--- config.mk ---
export PLATFORM = sky130hd
export DESIGN_NAME = march_response_analyzer
export DESIGN_NICKNAME = d
export VERILOG_FILES = /design/src/rtl/bist_pkg.sv /design/src/rtl/bist_fail_fifo.sv /design/src/rtl/march_response_analyzer.sv
export SDC_FILE = /design/constraint.sdc
export NUM_CORES = 1
export LEC_CHECK = 0
export CAP_MARGIN = 40
export CORE_MARGIN = 4
export CORE_UTILIZATION = 50
export CTS_CLUSTER_DIAMETER = 100
export DETAILED_ROUTE_END_ITERATION = 10
export PLACE_DENSITY = 0.76
export REMOVE_ABC_BUFFERS = 1
export SETUP_SLACK_MARGIN = 0.5
export SYNTH_ARGS = -nofsm -noshare
export SYNTH_HDL_FRONTEND = slang
export SYNTH_SLANG_ARGS = --single-unit
--- constraint.sdc ---
create_clock -name clk -period 10.3 [get_ports clk]
set_clock_uncertainty 0.1 [all_clocks]
set_input_delay 2.06 -clock clk [delete_from_list [all_inputs] [get_ports clk]]
set_output_delay 2.06 -clock clk [all_outputs]
set_load 0.01 [all_outputs]
--- src/rtl/bist_pkg.sv ---
// Shared types and widths for the SRAM March-test BIST response path.
package bist_pkg;

  localparam int unsigned ADDR_W = 8;
  localparam int unsigned DATA_W = 4;
  localparam int unsigned CNT_W  = 16;

  typedef enum logic [1:0] {
    IDLE,
    RUN,
    DRAIN,
    DONE
  } analyzer_state_e;

  // One failure-log record: failing address and the bits that differed.
  typedef struct packed {
    logic [ADDR_W-1:0] addr;
    logic [DATA_W-1:0] syndrome;
  } log_entry_t;

  // One in-flight read waiting for its SRAM data.
  typedef struct packed {
    logic [ADDR_W-1:0] addr;
    logic [DATA_W-1:0] exp_data;
  } req_entry_t;

endpackage

--- src/rtl/bist_fail_fifo.sv ---
// Failure log: first-word-fall-through FIFO of log entries.
//   clk, rst : clock, async active-high reset
//   clr      : synchronous flush (pointers only)
//   push/din : write an entry (accepted when not full, or when popping)
//   pop      : retire the head entry (ignored when empty)
//   full, empty, head : status and head-of-queue entry
module bist_fail_fifo
  import bist_pkg::*;
#(
  parameter int unsigned DEPTH = 4
) (
  input  logic       clk,
  input  logic       rst,
  input  logic       clr,
  input  logic       push,
  input  log_entry_t din,
  input  logic       pop,
  output logic       full,
  output logic       empty,
  output log_entry_t head
);

  localparam int unsigned AW = (DEPTH > 1) ? $clog2(DEPTH) : 1;

  log_entry_t  r_mem [DEPTH];
  logic [AW:0] r_wptr;
  logic [AW:0] r_rptr;
  logic        w_wr;
  logic        w_rd;

  // Extra pointer MSB distinguishes full from empty.
  assign empty = (r_wptr == r_rptr);
  assign full  = (r_wptr[AW] != r_rptr[AW]) && (r_wptr[AW-1:0] == r_rptr[AW-1:0]);
  assign w_rd  = pop && !empty;
  // A pop frees the slot, so a simultaneous push is accepted even when full.
  assign w_wr  = push && (!full || w_rd);
  assign head  = r_mem[r_rptr[AW-1:0]];

  always_ff @(posedge clk or posedge rst) begin
    if (rst) begin
      r_wptr <= '0;
      r_rptr <= '0;
      for (int i = 0; i < DEPTH; i++) r_mem[i] <= '0;
    end else if (clr) begin
      r_wptr <= '0;
      r_rptr <= '0;
    end else begin
      if (w_wr) begin
        r_mem[r_wptr[AW-1:0]] <= din;
        r_wptr                <= r_wptr + (AW+1)'(1);
      end
      if (w_rd) r_rptr <= r_rptr + (AW+1)'(1);
    end
  end

endmodule

--- src/rtl/march_response_analyzer.sv ---
// March-test response analyzer: aligns SRAM read data with expected data
// across the read latency, and records pass/fail, a saturating fail count
// and a FIFO log of failing address/syndrome pairs.
//   start, test_end          : run control pulses
//   addr, we, exp_data       : generator request stream (reads are we==0)
//   rd_data                  : SRAM data, valid RD_LATENCY cycles after request
//   busy, done               : RUN/DRAIN and DONE status
//   fail, fail_count         : sticky verdict and saturating mismatch count
//   log_valid/addr/syndrome  : head of the failure log; log_pop retires it
//   log_overflow             : sticky, a failure was dropped on a full log
module march_response_analyzer
  import bist_pkg::*;
#(
  parameter int unsigned RD_LATENCY = 1,
  parameter int unsigned LOG_DEPTH  = 4
) (
  input  logic              clk,
  input  logic              rst,
  input  logic              start,
  input  logic              test_end,
  input  logic [ADDR_W-1:0] addr,
  input  logic              we,
  input  logic [DATA_W-1:0] exp_data,
  input  logic [DATA_W-1:0] rd_data,
  output logic              busy,
  output logic              done,
  output logic              fail,
  output logic [CNT_W-1:0]  fail_count,
  output logic              log_valid,
  output logic [ADDR_W-1:0] log_addr,
  output logic [DATA_W-1:0] log_syndrome,
  input  logic              log_pop,
  output logic              log_overflow
);

  analyzer_state_e         r_state;
  logic                    r_busy;
  logic                    r_done;
  logic [2:0]              r_drain_cnt;
  req_entry_t              r_dl [RD_LATENCY];
  logic [RD_LATENCY-1:0]   r_dl_valid;
  logic                    r_cmp_valid;
  log_entry_t              r_cmp_entry;
  logic                    r_fail;
  logic [CNT_W-1:0]        r_fail_count;
  logic                    r_overflow;

  logic                    w_req;
  logic [DATA_W-1:0]       w_syndrome;
  logic                    w_pop;
  logic                    w_full;
  logic                    w_empty;
  log_entry_t              w_head;

  // start pre-empts capture so a flushed pipeline stays empty.
  assign w_req      = (r_state == RUN) && !we && !start;
  assign w_syndrome = rd_data ^ r_dl[RD_LATENCY-1].exp_data;
  assign w_pop      = log_pop && !w_empty;

  // Run-control FSM with registered status outputs.
  always_ff @(posedge clk or posedge rst) begin
    if (rst) begin
      r_state     <= IDLE;
      r_busy      <= 1'b0;
      r_done      <= 1'b0;
      r_drain_cnt <= '0;
    end else if (start) begin
      r_state <= RUN;
      r_busy  <= 1'b1;
      r_done  <= 1'b0;
    end else begin
      case (r_state)
        RUN: begin
          if (test_end) begin
            r_state     <= DRAIN;
            r_drain_cnt <= '0;
          end
        end
        DRAIN: begin
          // Extra cycle covers the registered compare stage.
          if (r_drain_cnt == 3'(RD_LATENCY)) begin
            r_state <= DONE;
            r_busy  <= 1'b0;
            r_done  <= 1'b1;
          end else begin
            r_drain_cnt <= r_drain_cnt + 3'(1);
          end
        end
        default: ;
      endcase
    end
  end

  // Alignment delay line, registered comparator and result accumulation.
  always_ff @(posedge clk or posedge rst) begin
    if (rst) begin
      r_dl_valid   <= '0;
      for (int i = 0; i < RD_LATENCY; i++) r_dl[i] <= '0;
      r_cmp_valid  <= 1'b0;
      r_cmp_entry  <= '0;
      r_fail       <= 1'b0;
      r_fail_count <= '0;
      r_overflow   <= 1'b0;
    end else if (start) begin
      r_dl_valid   <= '0;
      for (int i = 0; i < RD_LATENCY; i++) r_dl[i] <= '0;
      r_cmp_valid  <= 1'b0;
      r_cmp_entry  <= '0;
      r_fail       <= 1'b0;
      r_fail_count <= '0;
      r_overflow   <= 1'b0;
    end else begin
      r_dl_valid[0] <= w_req;
      r_dl[0]       <= '{addr: addr, exp_data: exp_data};
      for (int i = 1; i < RD_LATENCY; i++) begin
        r_dl_valid[i] <= r_dl_valid[i-1];
        r_dl[i]       <= r_dl[i-1];
      end
      r_cmp_valid <= r_dl_valid[RD_LATENCY-1] && (w_syndrome != '0);
      r_cmp_entry <= '{addr: r_dl[RD_LATENCY-1].addr, syndrome: w_syndrome};
      if (r_cmp_valid) begin
        r_fail <= 1'b1;
        if (r_fail_count != '1) r_fail_count <= r_fail_count + CNT_W'(1);
        if (w_full && !w_pop) r_overflow <= 1'b1;
      end
    end
  end

  bist_fail_fifo #(
    .DEPTH (LOG_DEPTH)
  ) u_log (
    .clk   (clk),
    .rst   (rst),
    .clr   (start),
    .push  (r_cmp_valid && !start),
    .din   (r_cmp_entry),
    .pop   (w_pop),
    .full  (w_full),
    .empty (w_empty),
    .head  (w_head)
  );

  assign busy         = r_busy;
  assign done         = r_done;
  assign fail         = r_fail;
  assign fail_count   = r_fail_count;
  assign log_valid    = !w_empty;
  assign log_addr     = w_head.addr;
  assign log_syndrome = w_head.syndrome;
  assign log_overflow = r_overflow;

endmodule

# Yosys cells after proc, flatten, opt, wreduce, memory -nomap -nowiden
# Cells that the tools add are included.
[word_totals] word_cells=112 regBits=105
[op_classes] add_sub_neg=4 reduce_logical=32 n_eq_ne=11 n_bitwise=4 mux=35 n_lt_le_gt_ge=3
[op_table] operator="2-to-1 mux 12 bit" n=5
[op_table] operator="bitwise mux 48 bit" n=1
[op_table] operator="2-to-1 mux 16 bit" n=3
[op_table] operator="binary-select mux 12 bit (select 2 bit)" n=1
[op_table] operator="demux 12 bit (select 2 bit)" n=1
[op_table] operator="2-to-1 mux 3 bit" n=6
[op_table] operator="adder 16 x 1 -> 16 bit (second input constant)" n=1
[op_table] operator="!= test 16 bit (second input constant)" n=1
[op_table] operator="nonzero test 2 bit" n=8
[op_table] operator="2-to-1 mux 1 bit" n=13
[op_table] operator="logical AND 1 bit" n=10
[op_table] operator="adder 3 x 1 -> 3 bit (second input constant)" n=3
[op_table] operator="AND reduction 2 bit" n=4
[op_table] operator=">= comparator 3 bit (second input constant)" n=2
[op_table] operator="2-to-1 mux 2 bit" n=3
[op_table] operator="!= test 3 bit (second input constant)" n=2
[op_table] operator="inverter 2 -> 3 bit" n=2
[op_table] operator="one-hot mux 3 bit (2 select lines)" n=1
[op_table] operator="zero test 1 bit" n=5
[op_table] operator="!= test 2 bit (second input constant)" n=2
[op_table] operator="one-hot mux 2 bit (2 select lines)" n=1
[op_table] operator="AND reduction 4 bit" n=1
[op_table] operator="nonzero test 4 bit" n=1
[op_table] operator="XOR 4 bit" n=1
[op_table] operator="other kinds (11)" n=11

# Depth between registers and ports, before layout
[depth] word_depth=8 depth_mapped=7 mapped_depth_nobuf=6

# By module
# Synthesis repeated with hierarchy kept, for this count alone.
[hier_totals] cells_unflattened=385 area_unflattened_um2=5183.7
[modules_own_cells] mod="bist_fail_fifo" seq_area_each_um2=1351.3 instances=1 area_per_inst_um2=2922.8 cells_each=174
[modules_own_cells] mod="march_response_analyzer" seq_area_each_um2=1276.2 instances=1 area_per_inst_um2=2260.9 cells_each=211

# Worst setup path after synthesis
# OpenSTA, ideal clock, no wires.
[synth_timing] path_kind="register -> output" from="register u_log.r_rptr[0]" to="output log_addr[0]" required_ns=8.140 stages_incl_launch_ff=4 arrival_ns=1.383 slack_ns=6.757 path_cell_list="dfrtp_1 > buf_2 > buf_2 > mux4_2"
[synth_via] elab_chain_len=4
[synth_rtl] item="from (decl)" line_no="bist_fail_fifo.sv:27" text="logic [AW:0] r_rptr;"
[synth_rtl] item="from (signal assigned)" line_no="bist_fail_fifo.sv:52" text="if (w_rd) r_rptr <= r_rptr + (AW+1)'(1);"
[synth_rtl] item="inverter 2 -> 3 bit (implied by the code)" line_no="bist_fail_fifo.sv:37" text="assign head = r_mem[r_rptr[AW-1:0]];"
[synth_rtl] item="binary-select mux 12 bit (select 2 bit)" line_no="bist_fail_fifo.sv:37"
[synth_rtl] item="2-to-1 mux 12 bit (implied by the code) (2 in series)" line_no="bist_fail_fifo.sv:37"
[synth_rtl] item="to (decl)" line_no="march_response_analyzer.sv:30" text="output logic [ADDR_W-1:0] log_addr,"
# Every way passes these cells. The select of a mux whose other input is x is not followed.

# Worst setup path in the final report
[layout_timing] from="register u_log.r_rptr[0]" to="output log_syndrome[2]"
[layout_via] elab_chain_len=4
[layout_rtl] item="inverter 2 -> 3 bit (implied by the code)" line_no="bist_fail_fifo.sv:37"
[layout_rtl] item="binary-select mux 12 bit (select 2 bit)" line_no="bist_fail_fifo.sv:37"
[layout_rtl] item="2-to-1 mux 12 bit (implied by the code) (2 in series)" line_no="bist_fail_fifo.sv:37"
[layout_rtl] item="to (decl)" line_no="march_response_analyzer.sv:31" text="output logic [DATA_W-1:0] log_syndrome,"
# Every way passes these cells. The select of a mux whose other input is x is not followed.

==> run_results.csv <==
group,metric,value,unit
routing,drc,0,
run,cap_violations,0,
die,row_count,35,
placed_design,portBuffers,54,
global_routing,grt_pass1_vias,3003,
routing,wirelength,8.582,mm
clocking,cts_tree,"done",
pwr,power.net_switching,184.7,uW
hold_path,hold_start,"r_dl[5]$_DFF_PP0_",
sta,slew_headroom,49.70,%
clocking,numCtsBuffers,9,
yosys,synth_common_cells,"105 x dfrtp_1, 50 x mux2_1, 23 x nor2b_1",
setup_path,crit_required,8.14,ns
global_routing,busiest_layer,"met2",
clocking,clockBufferDepth,2,
sta,setup_viol,0,
die,core-area,9196,um2
yosys,syn_area,4696,um2
sta,finalHoldViolations,0,
global_routing,grt_max_degree,60,
routing,drtPass1Iterations,6,
routing,vias,2976,
die,start_util,51.06,%
yosys,async_flop_share,100.0,%
sta,tns,0,ns
sta,worst_hold_slack,0.3634,ns
setup_path,worstSetupPathType,"register to output pin",
setup_path,critPathLaunchType,"register",
yosys,synthTopCellsByArea,"dfrtp_1 56%, mux2_1 12%, mux4_2 5.8%",
finish,utilization,60.64,%
pwr,p_clk_share,33.7,%
sta,fin_crit_sh,43.16,%
routing,routedWlPerCell,16.25,um
setup_path,critPathMaxFanout,9,
die,dieArea,11010,um2
pwr,powerDensity,145.0,nW/um2
sta,rsz0062_at_grt,"false",
yosys,ys_warn_count,0,
setup_path,cp_data_arrival_time,2.29,ns
pwr,p_leak,0.002536,uW
setup_path,r2r-start,"u_log.r_rptr[1]$_DFFE_PP0P_",
finish,nets,444,
finish,area_growth,18.76,%
global_routing,use_met1,22.06,%
global_routing,grt_util_all_layers,16.26,%
die,boundaryPins,55,
finish,drive_gt1_share,9.353,%
yosys,yosysMostFrequentCell,"dfrtp_1",
yosys,yosysTopAreaCell,"dfrtp_1",
sta,min_period,4.446,ns
yosys,ys.flop_type,"dfrtp_1",
yosys,synthDominantCellAreaShare,55.96,%
clocking,post_cts_buffers,0,
clocking,cts_hold_buf,0,
yosys,avgSynthCellArea,13.01,um2
yosys,ys_ff_latch,105,
pwr,ir_drop,0.08471,mV
hold_path,holdPathEnd,"r_cmp_entry[5]$_DFF_PP0_",
routing,post_drt_via_cell_ratio,5.636,
global_routing,antenna_found_initial,0,
hold_path,hold_class,"register to register",
clocking,cts_max_level,3,
global_routing,grt_pass1_wl,14.46,mm
routing,drt_iter0_markers,104,
pwr,swShare,22.84,%
yosys,synthDistinctLibCells,46,
sta,finalWorstSetupSlack,5.854,ns
finish,fillCellCount,730,
setup_path,reg2reg_depth,4,
clocking,ctsResizeCount,0,
clocking,root_buffer,"clkbuf_8",
routing,ant_nets,0,
yosys,synthCells,361,
global_routing,use_met3,4.324,%
placed_design,place_ws,5.936,ns
sta,drv_slew,0,
global_routing,overflow,0,
sta,tightest_slew,0.7545,ns
status,status,"complete, no violations",
global_routing,gr-usage-met2,26.26,%
pwr,comb_power_share,11.4,%
hold_path,hold-path-cell-count,1,
placed_design,dp_hpwl,5.770,mm
setup_path,end_kind,"output pin",
die,die_w,104.9,um
die,die_y,104.9,um
yosys,synth_sequential_area_ratio,55.96,%
clocking,clk_pin_slew_worst_paths,0.10,ns
pwr,p_int,624.0,uW
clocking,clk_latency,0.35,ns
yosys,synth_edf_count,0,
setup_path,timing.rr.end,"u_log.r_mem[7]$_DFFE_PP0P_",
setup_path,r2r_slack,7.80,ns
pwr,seq_power_share,55.0,%
sta,fmax,0.2249,GHz
finish,antenna_cells,0,
clocking,clock_sinks,105,
placed_design,gp_congestion,0.8274,
==> registers in the layout (all words and copies together) (netlist names) <==
register      count
busy              1
r_cmp_entry      12
r_dl             12
fail_count       16
done              1
log_overflow      1
r_cmp_valid       1
r_dl_valid        1
u_log.r_mem      48
u_log.r_rptr      3
u_log.r_wptr      3
r_drain_cnt       3
r_state           2
fail              1
==> logic make-up after synthesis <==
family / share of synthesized area (%)
xor gates and xnor gates: 2.425
DFF: 55.96
adders and majority gates: 2.132
muxes: 18.60
AOI/OAI and AO/OA: 6.155
buffers and inverters: 2.558
and+or+nand+nor: 12.18
==> worst max path at each step <==
| stage | startpoint | endpoint | slack (ns) |
|---|---|---|---|
| 2_1_floorplan | rst | busy$_DFFE_PP0P_ | 5.38 |
| 5_1_grt | u_log.r_rptr[0]$_DFFE_PP0P_ | log_syndrome[2] | 5.73 |
| 3_5_place_dp | start | fail_count[5]$_DFFE_PP0P_ | 5.94 |
| 4_1_cts | u_log.r_rptr[0]$_DFFE_PP0P_ | log_syndrome[2] | 5.78 |
| 3_3_place_gp | start | fail_count[5]$_DFFE_PP0P_ | 6.00 |
| 6_report | u_log.r_rptr[0]$_DFFE_PP0P_ | log_syndrome[2] | 5.85 |
==> cells in the final DEF (no fill, tap or decap), drive strengths merged, types with 4 or more instances in the layout <==
cell             n
o31ai           10
buf              7
nand2           14
mux2i            4
ha               8
dfrtp          105
nand3            5
o21ai            6
a21oi           16
nor2            19
xnor2            8
clkdlybuf4s50   53
clkbuf          10
xor2             5
mux4            12
or3              6
nor2b           23
or4              9
inv             11
nor4             4
mux2            50
nand4            5
==> per-stage QoR <==
| step | cells | total power, uW | area, um2 |
|---|---|---|---|
| floorplan | 343 | 499.6 | 4613 |
| global placement | 511 | 540.2 | 5313 |
| detailed placement | 514 | 546.8 | 5363 |
| CTS | 528 | 819.9 | 5577 |
| global route | 528 | 846.9 | 5577 |
| finish | 528 | 808.6 | 5577 |
==> layout make-up <==
class | instances | area, um2 | share of cell area, %
timing repair buffer | 60 | 608.1 | 10.90
tap | 111 | 138.9 | 2.490
inverter | 10 | 40.04 | 0.7180
clock buffer | 10 | 137.6 | 2.468
sequential | 105 | 2628 | 47.12
clock inverter | 4 | 76.32 | 1.369
multi-input combinational | 228 | 1948 | 34.93
==> power groups by stage <==
stage / Sequential, uW / Clock, uW / Combinational (uW)
4_1_cts: 445 / 281 / 94.1
3_3_place_gp: 453 / 0 / 86.9
2_1_floorplan: 450 / 0 / 49.9
5_1_grt: 447 / 298 / 101
3_5_place_dp: 453 / 0 / 94.0
6_report: 444 / 272 / 91.9
==> worst max-delay path: stages, from the launching register on <==
cell	delay [ns]
dfrtp_1	0.70
buf_8	0.23
mux4_2	0.51
clkdlybuf4s50_1	0.49
==> metal layers <==
metal  vias to the layer above  routed length, um
met3                         7                321
met5                         -                  0
met2                        58               4203
met4                         0                 78
met1                      1507               3979
li1                       1404                  -
Power figures use the tool's default switching activity.
